[src/rtl/debounce_array.sv]
// debounce_array: per-channel 2-flop synchronizer, counting debounce filter, edge pulses and sticky
// pending flags. Defining DEBOUNCE_HOLD_EN adds the long-press hold_o output and its counters.
module debounce_array #(
    parameter int                  CHANNELS      = 4,
    parameter int                  CLK_FREQ      = 50_000_000,
    parameter int                  DEBOUNCE_US   = 1000,
    parameter logic [CHANNELS-1:0] DEBOUNCE_INIT = '0,
    parameter int                  HOLD_US       = 1_000_000
) (
    input  logic                clk_i,
    input  logic                arst_i,
    input  logic [CHANNELS-1:0] din_i,
    input  logic [CHANNELS-1:0] clr_i,
    output logic [CHANNELS-1:0] deb_o,
    output logic [CHANNELS-1:0] rise_o,
    output logic [CHANNELS-1:0] fall_o,
`ifdef DEBOUNCE_HOLD_EN
    output logic [CHANNELS-1:0] pend_o,
    output logic [CHANNELS-1:0] hold_o
`else
    output logic [CHANNELS-1:0] pend_o
`endif
);

    localparam int              DEBOUNCE_CYCLES = (CLK_FREQ / 1_000_000) * DEBOUNCE_US;
    localparam int              CW              = $clog2(DEBOUNCE_CYCLES) + 1;
    localparam logic [CW-1:0]   CNT_LAST        = CW'(DEBOUNCE_CYCLES - 1);

    logic [CHANNELS-1:0] r_sync1;
    logic [CHANNELS-1:0] r_sync2;
    logic [CHANNELS-1:0] r_deb;
    logic [CHANNELS-1:0] r_rise;
    logic [CHANNELS-1:0] r_fall;
    logic [CHANNELS-1:0] r_pend;
    logic [CW-1:0]       r_cnt [CHANNELS];

    logic [CHANNELS-1:0] w_diff;
    logic [CHANNELS-1:0] w_toggle;
    logic [CHANNELS-1:0] w_pend_nxt;
    logic [CW-1:0]       w_cnt_nxt [CHANNELS];

    // Two-flop synchronizer on every raw input
    always_ff @(posedge clk_i or posedge arst_i) begin
        if (arst_i) begin
            r_sync1 <= DEBOUNCE_INIT;
            r_sync2 <= DEBOUNCE_INIT;
        end else begin
            r_sync1 <= din_i;
            r_sync2 <= r_sync1;
        end
    end

    // Filter decision: count while the synchronized level disagrees, toggle on the last count
    always_comb begin
        w_diff    = r_sync2 ^ r_deb;
        w_toggle  = '0;
        w_cnt_nxt = '{default: '0};
        for (int c = 0; c < CHANNELS; c++) begin
            if (w_diff[c] && (r_cnt[c] == CNT_LAST)) begin
                w_toggle[c]  = 1'b1;
                w_cnt_nxt[c] = '0;
            end else if (w_diff[c]) begin
                w_cnt_nxt[c] = r_cnt[c] + 1'b1;
            end else begin
                w_cnt_nxt[c] = '0;
            end
        end
        // a new toggle wins over a simultaneous clear
        w_pend_nxt = (r_pend & ~clr_i) | w_toggle;
    end

    // Debounced level, edge pulses, pending flags and filter counters
    always_ff @(posedge clk_i or posedge arst_i) begin
        if (arst_i) begin
            r_deb  <= DEBOUNCE_INIT;
            r_rise <= '0;
            r_fall <= '0;
            r_pend <= '0;
            for (int c = 0; c < CHANNELS; c++) begin
                r_cnt[c] <= '0;
            end
        end else begin
            r_deb  <= r_deb ^ w_toggle;
            r_rise <= w_toggle & ~r_deb;
            r_fall <= w_toggle & r_deb;
            r_pend <= w_pend_nxt;
            for (int c = 0; c < CHANNELS; c++) begin
                r_cnt[c] <= w_cnt_nxt[c];
            end
        end
    end

    assign deb_o  = r_deb;
    assign rise_o = r_rise;
    assign fall_o = r_fall;
    assign pend_o = r_pend;

`ifdef DEBOUNCE_HOLD_EN
    localparam int            HOLD_CYCLES = (CLK_FREQ / 1_000_000) * HOLD_US;
    localparam int            HW          = $clog2(HOLD_CYCLES + 1);
    localparam logic [HW-1:0] HOLD_LAST   = HW'(HOLD_CYCLES);

    logic [HW-1:0]       r_hcnt [CHANNELS];
    logic [HW-1:0]       w_hcnt_nxt [CHANNELS];
    logic [CHANNELS-1:0] r_hold;
    logic [CHANNELS-1:0] w_hold_nxt;

    // Long-press tracking: saturating count of consecutive cycles with deb high
    always_comb begin
        w_hcnt_nxt = '{default: '0};
        w_hold_nxt = '0;
        for (int c = 0; c < CHANNELS; c++) begin
            if (r_deb[c] && !w_toggle[c]) begin
                if (r_hcnt[c] == HOLD_LAST) begin
                    w_hcnt_nxt[c] = r_hcnt[c];
                end else begin
                    w_hcnt_nxt[c] = r_hcnt[c] + 1'b1;
                end
            end else begin
                w_hcnt_nxt[c] = '0;
            end
            w_hold_nxt[c] = (w_hcnt_nxt[c] == HOLD_LAST);
        end
    end

    // Hold counters and hold level register
    always_ff @(posedge clk_i or posedge arst_i) begin
        if (arst_i) begin
            r_hold <= '0;
            for (int c = 0; c < CHANNELS; c++) begin
                r_hcnt[c] <= '0;
            end
        end else begin
            r_hold <= w_hold_nxt;
            for (int c = 0; c < CHANNELS; c++) begin
                r_hcnt[c] <= w_hcnt_nxt[c];
            end
        end
    end

    assign hold_o = r_hold;
`endif

endmodule

[config.mk]
export PLATFORM = sky130hd
export DESIGN_NAME = debounce_array
export DESIGN_NICKNAME = d
export VERILOG_FILES = /design/src/rtl/debounce_array.sv
export SDC_FILE = /design/constraint.sdc
export NUM_CORES = 1
export LEC_CHECK = 0
export CORE_MARGIN = 3
export CORE_UTILIZATION = 45
export DETAILED_ROUTE_END_ITERATION = 8
export SYNTH_ARGS = -nofsm -noshare
export SYNTH_HDL_FRONTEND = slang
export SYNTH_SLANG_ARGS = --single-unit
[constraint.sdc]
create_clock -name clk_i -period 8.5 [get_ports clk_i]
set_input_delay 0.85 -clock clk_i [delete_from_list [all_inputs] [get_ports clk_i]]
set_output_delay 0.85 -clock clk_i [all_outputs]
set_load 0.03 [all_outputs]
==> metrics.md <==
| Metric | Value |
|---|---|
| CTS Root Cell | `clkbuf_8` |
| F_max | `0.428 GHz` |
| Total gr overflow | `0` |
| Final hold vios | `0` |
| Syn Nets | `413` |
| First-pass GRT wire length | `13.4 mm` |
| R2R depth | `4` |
| Rows | `34` |
| Post-synth EDFFs | `0` |
| Pwr dens | `168 mW/mm^2` |
| Via density | `5.43` |
| CP cell instances | `clkdlybuf4s50_1` |
| Clock Latency Late Sink | `350 ps` |
| Drt pass-1 iters | `7` |
| Core ar. | `0.00889 sq mm` |
| Syn Area/Cell | `10.5 sq um` |
| Number of DRC markers in iteration 0 | `84` |
| Fin crit share | `27.5%` |
| LEAKAGE | `1.94 nW` |
| Final setup violation count | `0` |
| DP HPWL | `5.21 mm` |
| Startpoint Class | `flip-flop` |
| CP Capture Type | `output port` |
| Syn Std Cell Area | `0.00420 sq mm` |
| Min-delay src | `r_sync1[0]` |
| Max Buffers Root-to-Sink | `2` |
| CTS H-tree depth | `3` |
| CTS buffer count | `9` |
| Count of different cell masters after synthesis | `36` |
| Final Net Count | `443` |
| Chip height | `103 microns` |
| Routed WL per cell | `14.2 microns` |
| Final min period | `2340 ps` |
| DR vias | `2945` |
| Seq/Total Area, Yosys | `54.8%` |
| Status | `completed` |
| Sink Count | `92` |
| CP max FO | `5` |
| Register bit total from synthesis | `92` |
| Postcts setup bufs | `0` |
| Drt drc | `0` |
| Initial Util | `47.3%` |
| FF-to-FF setup slack | `6580 ps` |
| Die Span X | `103 microns` |
| Reg-to-Reg Start | `r_cnt[28]` |
| WP depth | `1` |
| Clock Skews | `11.6 ps` |
| Area growth syn-to-layout | `13.8%` |
| Vias in the first global route | `2869` |
| DIE AREA | `0.0105 sq mm` |
| Crit Path Class | `reg -> out` |
| Top post-synthesis cells by area | `dfrtp_1 (55%), xnor2_1 (8.5%), nor2_1 (6.1%), xor2_1 (3.8%), nand3_1 (3.5%)` |
| Hold endpoint | `r_sync2[0]` |
| Fin Setup TNS | `0 ps` |
| Top cells by count, synth | `dfrtp_1 (92), nor2_1 (68), xnor2_1 (41), nand3_1 (29), nand4_1 (21)` |
| Max-slew violations | `0` |
| Tightest Pin Transition | `685 ps` |
| Worst Path Required | `7650 ps` |
| Share of cells above drive strength 1 | `7.60%` |
| Antenna violations before repair | `0` |
| Yosys top cell area share | `54.8%` |
| Most common cell in the netlist | `dfrtp_1` |
| Reg2reg end | `r_cnt[19]` |
| Slowest cell delay on critical path | `700 ps` |
| # hold bufs at CTS | `0` |
| WL final | `7.68 mm` |
| Post-synth ARST share | `100%` |
| CTS tree | `done` |
| Top delay family on crit path | `buffers and inverters` |
| Mapped Cells | `399` |
| Largest net degree at the start of global routing | `57` |
| Hold Path Class | `reg -> reg` |
| Post-CTS sizing | `0` |
| Peak supply drop | `79.7 uV` |
| Gp weighted congestion | `0.762` |
| # diodes | `0` |
| Largest area contributor in the netlist | `dfrtp_1` |
| Synth Flop Type | `dfrtp_1` |
| Slowest CP cell | `clkdlybuf4s50_1` |
| Io pins | `26` |
| Hold Path Stages | `0` |
| Yosys Warn Count | `0` |
| Total GRT Usage | `15.9%` |
| Relative slew slack | `54.3%` |
| PortBufs | `25` |
| Buf/Inv on CP | `1` |
| Antenna-violating nets left | `0` |
| Critical path arrival | `1490 ps` |
| Final Util | `53.8%` |
| Clk slew on worst S/H paths | `100 ps` |
| Unrepaired setup endpoints after global routing | `false` |
| MaxCap Viol Count | `0` |
worst max-delay path by stage:
| stage | startpoint | endpoint | slack (ps) |
|---|---|---|---|
| 6_report | flip-flop | deb_o[1] | 6160 |
| 5_1_grt | flip-flop | deb_o[1] | 6090 |
| 4_1_cts | flip-flop | deb_o[1] | 6140 |
| 3_5_place_dp | arst_i | r_cnt[23] | 6010 |
| 3_3_place_gp | arst_i | r_cnt[23] | 6070 |
| 2_1_floorplan | arst_i | asynchronous set/reset pin | 5260 |
final cells by class:
type	count	area [sq um]
fillers	766	4110
flip-flops and latches	92	2300
multi-input cells	287	1810
repair buffers	26	258
well taps	108	135
clock buffers	9	124
clock inverters	7	98.8
inverters	13	50.0
worst reg2reg max path: cells and delay by family (launching register included):
kind / cells / cell delay, ps
flip-flops: 1 / 420
AND/OR/NAND/NOR: 3 / 790
AO/OA/AOI/OAI: 1 / 560
routing by layer:
layer | global-route usage (%) | up-vias | share of wire [%]
li1 | - | 1459 | -
met1 | 23.0 | 1423 | 50
met2 | 24.3 | 55 | 46
met3 | 2.57 | 8 | 3.1
met4 | 5.45 | 0 | 1.3
met5 | 0 | - | 0
registers in the layout, indices dropped and copies added (netlist names), named ones only:
signal,count
rise_o,4
pend_o,4
r_sync1,4
r_cnt,68
r_sync2,4
fall_o,4
cells by family after synthesis:
kind of cell / after synthesis / synth area share, %
flops: 92 / 54.8
xor+xnor: 59 / 12.3
compound gates: 18 / 3.01
simple gates: 202 / 25.5
fa+ha+maj: 4 / 1.19
buf+inv: 20 / 2.02
mux: 4 / 1.16
cells in the final DEF, fill, tap and decap left out, types with 2 or more instances in the layout:
master	count
clkdlybuf4s50_1	25
nand4_1	21
or4_4	2
nand2_1	14
nor3_1	14
ha_1	4
inv_1	12
a22o_1	3
mux2_2	2
clkbuf_8	9
a21oi_1	5
nand3_1	29
o21ai_0	2
and4_1	3
or3_1	3
o31ai_1	2
or2_1	2
inv_6	2
or4_1	2
and3_1	13
or2_2	2
nor4_1	15
nor4b_1	2
nor2_1	68
clkinv_2	2
o21ai_2	4
xor2_1	18
xnor2_1	41
nor3b_1	9
dfrtp_1	92
bufinv_16	2
stage by stage:
stage          cell area [sq um]  instances  hold slack, ps  setup WS, ps  power, mW
2_1_floorplan               4200        399             331          5260      0.477
3_3_place_gp                4560        526             334          6070      0.487
3_5_place_dp                4560        526             335          6010      0.488
4_1_cts                     4780        542             356          6140      0.818
5_1_grt                     4780        542             360          6090      0.839
6_report                    4780        542             355          6160      0.805
report_power, final:
group / internal, mW / switching (mW) / total, mW
clock: 0.168 / 0.159 / 0.326
sequential: 0.444 / 0.00670 / 0.451
combinational: 0.00976 / 0.0183 / 0.0280
(Power assumes the default switching activity.)
==> edit 1 (same flow settings) <==
The option `DEBOUNCE_HOLD_EN` is turned on by a define.
--- a/src/rtl/debounce_array.sv
+++ b/src/rtl/debounce_array.sv
@@ -2,2 +2,4 @@
 // pending flags. Defining DEBOUNCE_HOLD_EN adds the long-press hold_o output and its counters.
+`define DEBOUNCE_HOLD_EN
+
 module debounce_array #(
Check against the original RTL (old outputs only; new: hold_o): equivalent (Yosys induction, for registers that start in step).
==> edit 1 against the original RTL <==
  * Critical path depth grew 5
  * Count of clock-buffer cells in the layout up 9
  * Total power grew 120%
  * Register-to-register slack got worse by 860 ps
  * Wire length increased to 2.7 times the old value
  * Setup slack got worse by 440 ps
  * Sequential cell count rose by 108
  * Cell area up 140%
  * Combinational power up 31%
  * Area after synthesis grew 150%
  * Non-clock buffer count rose by 8
  * First-iteration DRC count rose to 4.7 times the old value
  * Maximum frequency shrank 16%
==> edit 1: results <==
[power]
ir_worst_vdd_mv = 0.114
power_leakage_nw = 4.52

[clock_network]
clock_latency_ps = 430
cts_buffers = 17
clk_pin_slew_ps = 70
cts_root_buf = clkbuf_16
cts_resized = 0
post_cts_buffers = 0
clockBufferDepth = 2
h-tree-depth = 4

[logic_synthesis]
synth_flop_cell = dfrtp_1
async_reset_ff_frac = 1.00
seq_area_frac_synth = 0.477
synthTopCellsByArea = dfrtp_1 48%, nor2_1 7.0%, xor2_1 6.3%
synth_common_cells = 200 x dfrtp_1, 196 x nor2_1, 76 x xor2_1
synth_nets = 1134
synthDistinctLibCells = 59
yosysWarningCount = 0

[routing]
drt-pass1-iter-count = 4
first_iter_violations = 397
wl_um = 20500
viasPerCell = 5.40

[placement]
dp_hpwl_um = 13500
io_buffers = 29
place_congestion = 0.876

[finish]
top_regs = r_hcnt (104), r_cnt (68)
drive_above_1_share = 0.0583
diodes = 0
fill_cells = 2141

[setup_path]
arrival_ps = 3110
r2r_start = r_hcnt[30]
critical_path.startpoint_type = flop
path_max_fanout = 15

[global_routing]
grt_usage = 0.166
grt_pass1_vias = 7539
grt_first_pass_wirelength_um = 35700
antenna_found_initial = 0
grt_max_degree = 123

[worst_hold_path]
min_from = r_sync1[3]
holdCritPathClass = reg -> reg

[sta]
fin_worst_skew_ps = 18.2
worstMarginPinSlew_ps = 982

[outcome]
status = completed

[job]
drv_cap = 0
-- edit 1: cell count changes after synthesis, sizes merged, moves of 25 or more --
cell    change
nor2      +128
dfrtp     +108
xor2       +58
nand2      +51
nand3      +36
nand4      +31
xnor2      +31
and3       +26
clkbuf     +26
a21oi      +25
-- edit 1: worst paths after layout --
path	endpoint	slack (ps)	cells after the start
max	hold_o[2]	5720	6
min	r_sync2[3]	350	0
max reg2reg	hold_o[2]	5720	6
min reg2reg	r_sync2[3]	350	0
max in group asynchronous	r_hcnt[100]	5930	3
min in group asynchronous	pend_o[2]	1010	2
-- edit 1: cells by family (layout without fill, tap and decap cells) --
kind of cell             Yosys count  in the layout  share of synthesized area
XOR/XNOR                         148            148                      0.124
adder cells (fa/ha/maj)           12             12                     0.0143
flip-flops                       200            200                      0.477
AND/OR/NAND/NOR                  576            576                      0.290
multiplexers                      11             11                     0.0107
buffers and inverters             75             96                     0.0293
AO/OA/AOI/OAI                     90             90                     0.0551
-- edit 1: report_power, final --
part	switching, W	internal, W	total [W]
Combinational	0.0000273	0.00000932	0.0000366
Clock	0.000374	0.000420	0.000794
Sequential	0.00000558	0.000957	0.000963
-- edit 1: critical path, stage by stage, from the launching register on --
cell and delay, ps:
dfrtp_1 500, nand3_2 280, or4_1 790, or4_1 560
a211oi_1 260, nand4_1 130, nor4_2 150
-- edit 1: per-layer routing --
layer	GRT usage	vias to the layer above	wire (µm)
met5	0	-	0
met4	0.0422	0	245
met3	0.0313	21	566
met2	0.266	109	9310
met1	0.232	3768	10400
li1	-	3910	-
-- edit 1: layout make-up --
cell class | count | share of cell area
Multi-Input combinational cell | 837 | 0.449
Sequential cell | 200 | 0.429
Clock buffer | 18 | 0.0377
Tap cell | 313 | 0.0336
Timing Repair Buffer | 34 | 0.0281
Clock inverter | 14 | 0.0121
Inverter | 30 | 0.0103
-- edit 1: metrics by stage --
step | cell area, µm² | setup slack (ps) | power (W) | hold slack (ps) | instances
2_1_floorplan | 10500 | 2200 | 0.00101 | 331 | 1112
3_3_place_gp | 11100 | 5380 | 0.00102 | 334 | 1414
3_5_place_dp | 11100 | 5360 | 0.00102 | 344 | 1414
4_1_cts | 11700 | 5740 | 0.00183 | 355 | 1446
5_1_grt | 11700 | 5490 | 0.00187 | 374 | 1446
6_report | 11700 | 5720 | 0.00179 | 352 | 1446
==> edit 2 (same settings) <==
Made on the original files. Register the inputs `din_i` and `clr_i` before use, with the module's reset. The logic sees them one clock later.
--- a/src/rtl/debounce_array.sv
+++ b/src/rtl/debounce_array.sv
@@ -28,2 +28,15 @@
 
+    logic [CHANNELS-1:0] din_q;
+    logic [CHANNELS-1:0] clr_q;
+
+    always_ff @(posedge clk_i or posedge arst_i) begin
+        if (arst_i) begin
+            din_q <= '0;
+            clr_q <= '0;
+        end else begin
+            din_q <= din_i;
+            clr_q <= clr_i;
+        end
+    end
+
     logic [CHANNELS-1:0] r_sync1;
@@ -47,3 +60,3 @@
         end else begin
-            r_sync1 <= din_i;
+            r_sync1 <= din_q;
             r_sync2 <= r_sync1;
@@ -68,3 +81,3 @@
         // a new toggle wins over a simultaneous clear
-        w_pend_nxt = (r_pend & ~clr_i) | w_toggle;
+        w_pend_nxt = (r_pend & ~clr_q) | w_toggle;
     end
Behaviour: no difference found for any inputs over 10 cycles, from zero or initial values and one cycle with arst_i high; that may be too few to reach the edited logic, so the function may still have changed.
==> edit 2 against the original RTL <==
  * Non-clock buffer count unchanged
  * Via count grew 0.44%
  * Setup slack got worse by 5.4 ps
  * Sequential cell count increased by 8
  * Total power rose by 2.3%
  * Critical path depth is the same
  * Cell area up 3.4%
  * Maximum frequency is 0.23% lower
  * Wire length increased by 1.2%
  * Clock power down 6.1%
  * Highest routed layer unchanged
  * Area after synthesis increased by 3.9%
  * Cell count is 4.6% higher
==> edit 2: results <==
[routing]
first_iter_violations = 71
num_vias = 2958
wl_um = 7780
viasPerCell = 5.22
drt-pass1-iter-count = 4

[power]
ir_worst_vdd_mv = 0.0980
power_leakage_nw = 2.03

[logic_synthesis]
synth_common_cells = 100 x dfrtp_1, 69 x nor2_1, 40 x xnor2_1
seq_area_frac_synth = 0.573
synthDistinctLibCells = 35
synth_nets = 418
yosysWarningCount = 0
syn_avg_cell_area_um2 = 10.8
synthTopCellsByArea = dfrtp_1 57%, xnor2_1 8.0%, nor2_1 5.9%

[global_routing]
grt_max_degree = 62
grt_first_pass_wirelength_um = 14000
antenna_found_initial = 0
grt_usage = 0.156

[clock_network]
cts_resized = 0
clock_latency_ps = 350

[placement]
place_congestion = 0.792
dp_hpwl_um = 5230
dp.cells = 551

[setup_path]
critPathTopFamily = buffers and inverters
r2r_slack_ps = 6620
arrival_ps = 1490
r2r-end = r_cnt[43]
slowest_delay_ps = 710
ff2ff_path_depth = 5
slowest_stage = clkdlybuf4s50_1
r2r_start = r_cnt[34]

[sta]
fin_worst_skew_ps = 10.6
slew_violations = 0
worstMarginPinSlew_ps = 731

[outcome]
status = completed

[finish]
nets = 447
drive_above_1_share = 0.0571
registers.top_by_ff_count = r_cnt
layout_commonest_cell = dfrtp_1
==> edit 2: cells by family after synthesis <==
logic type,Yosys count,synth area share
XOR/XNOR,60,0.120
flip-flops,100,0.573
AO/OA/AOI/OAI,16,0.0261
AND/OR/NAND/NOR,203,0.241
buffers and inverters,17,0.0169
adder cells (fa/ha/maj),4,0.0115
multiplexers,4,0.0112
==> edit 2: metal layers <==
| layer | vias up | wire length, µm | global-route usage |
|---|---|---|---|
| li1 | 1467 | - | - |
| met1 | 1449 | 3720 | 0.208 |
| met2 | 40 | 3780 | 0.247 |
| met3 | 2 | 229 | 0.0459 |
| met4 | 0 | 42 | 0.0456 |
| met5 | - | 0 | 0 |
==> edit 2: where the power goes <==
| part | internal, W | switching [W] | leakage (nW) |
|---|---|---|---|
| clock network | 0.000146 | 0.000160 | 0.104 |
| registers | 0.000484 | 0.00000611 | 1.35 |
| logic | 0.00000968 | 0.0000186 | 0.571 |
| total | 0.000639 | 0.000185 | 2.03 |
==> edit 2: worst max-delay path by stage <==
stage / startpoint / end / slack [ps] / cells after the start
floorplan: arst_i / asynchronous set/reset pin / 5030 / 1
global route: flop / deb_o[2] / 6080 / 1
global placement: arst_i / r_cnt[30] / 6050 / 3
finish: flop / deb_o[2] / 6160 / 1
CTS: flop / deb_o[1] / 6130 / 1
detailed placement: arst_i / pend_o[2] / 6030 / 3
==> edit 2: stage by stage <==
| stage | instance area (µm²) | setup WS, ps | hold WS [ps] |
|---|---|---|---|
| 3_5_place_dp | 4750 | 6030 | 335 |
| 5_1_grt | 4940 | 6080 | 371 |
| 2_1_floorplan | 4360 | 5030 | 331 |
| 6_report | 4940 | 6160 | 348 |
| 4_1_cts | 4940 | 6130 | 355 |
| 3_3_place_gp | 4750 | 6050 | 332 |
==> edit 2: layout make-up <==
type / count / area (µm²)
clock buffer: 11 / 141
clock inverter: 5 / 57.6
fill: 829 / 4380
inverter: 9 / 36.3
multi-input combinational: 287 / 1790
sequential: 100 / 2500
tap: 129 / 161
timing repair buffer: 26 / 258
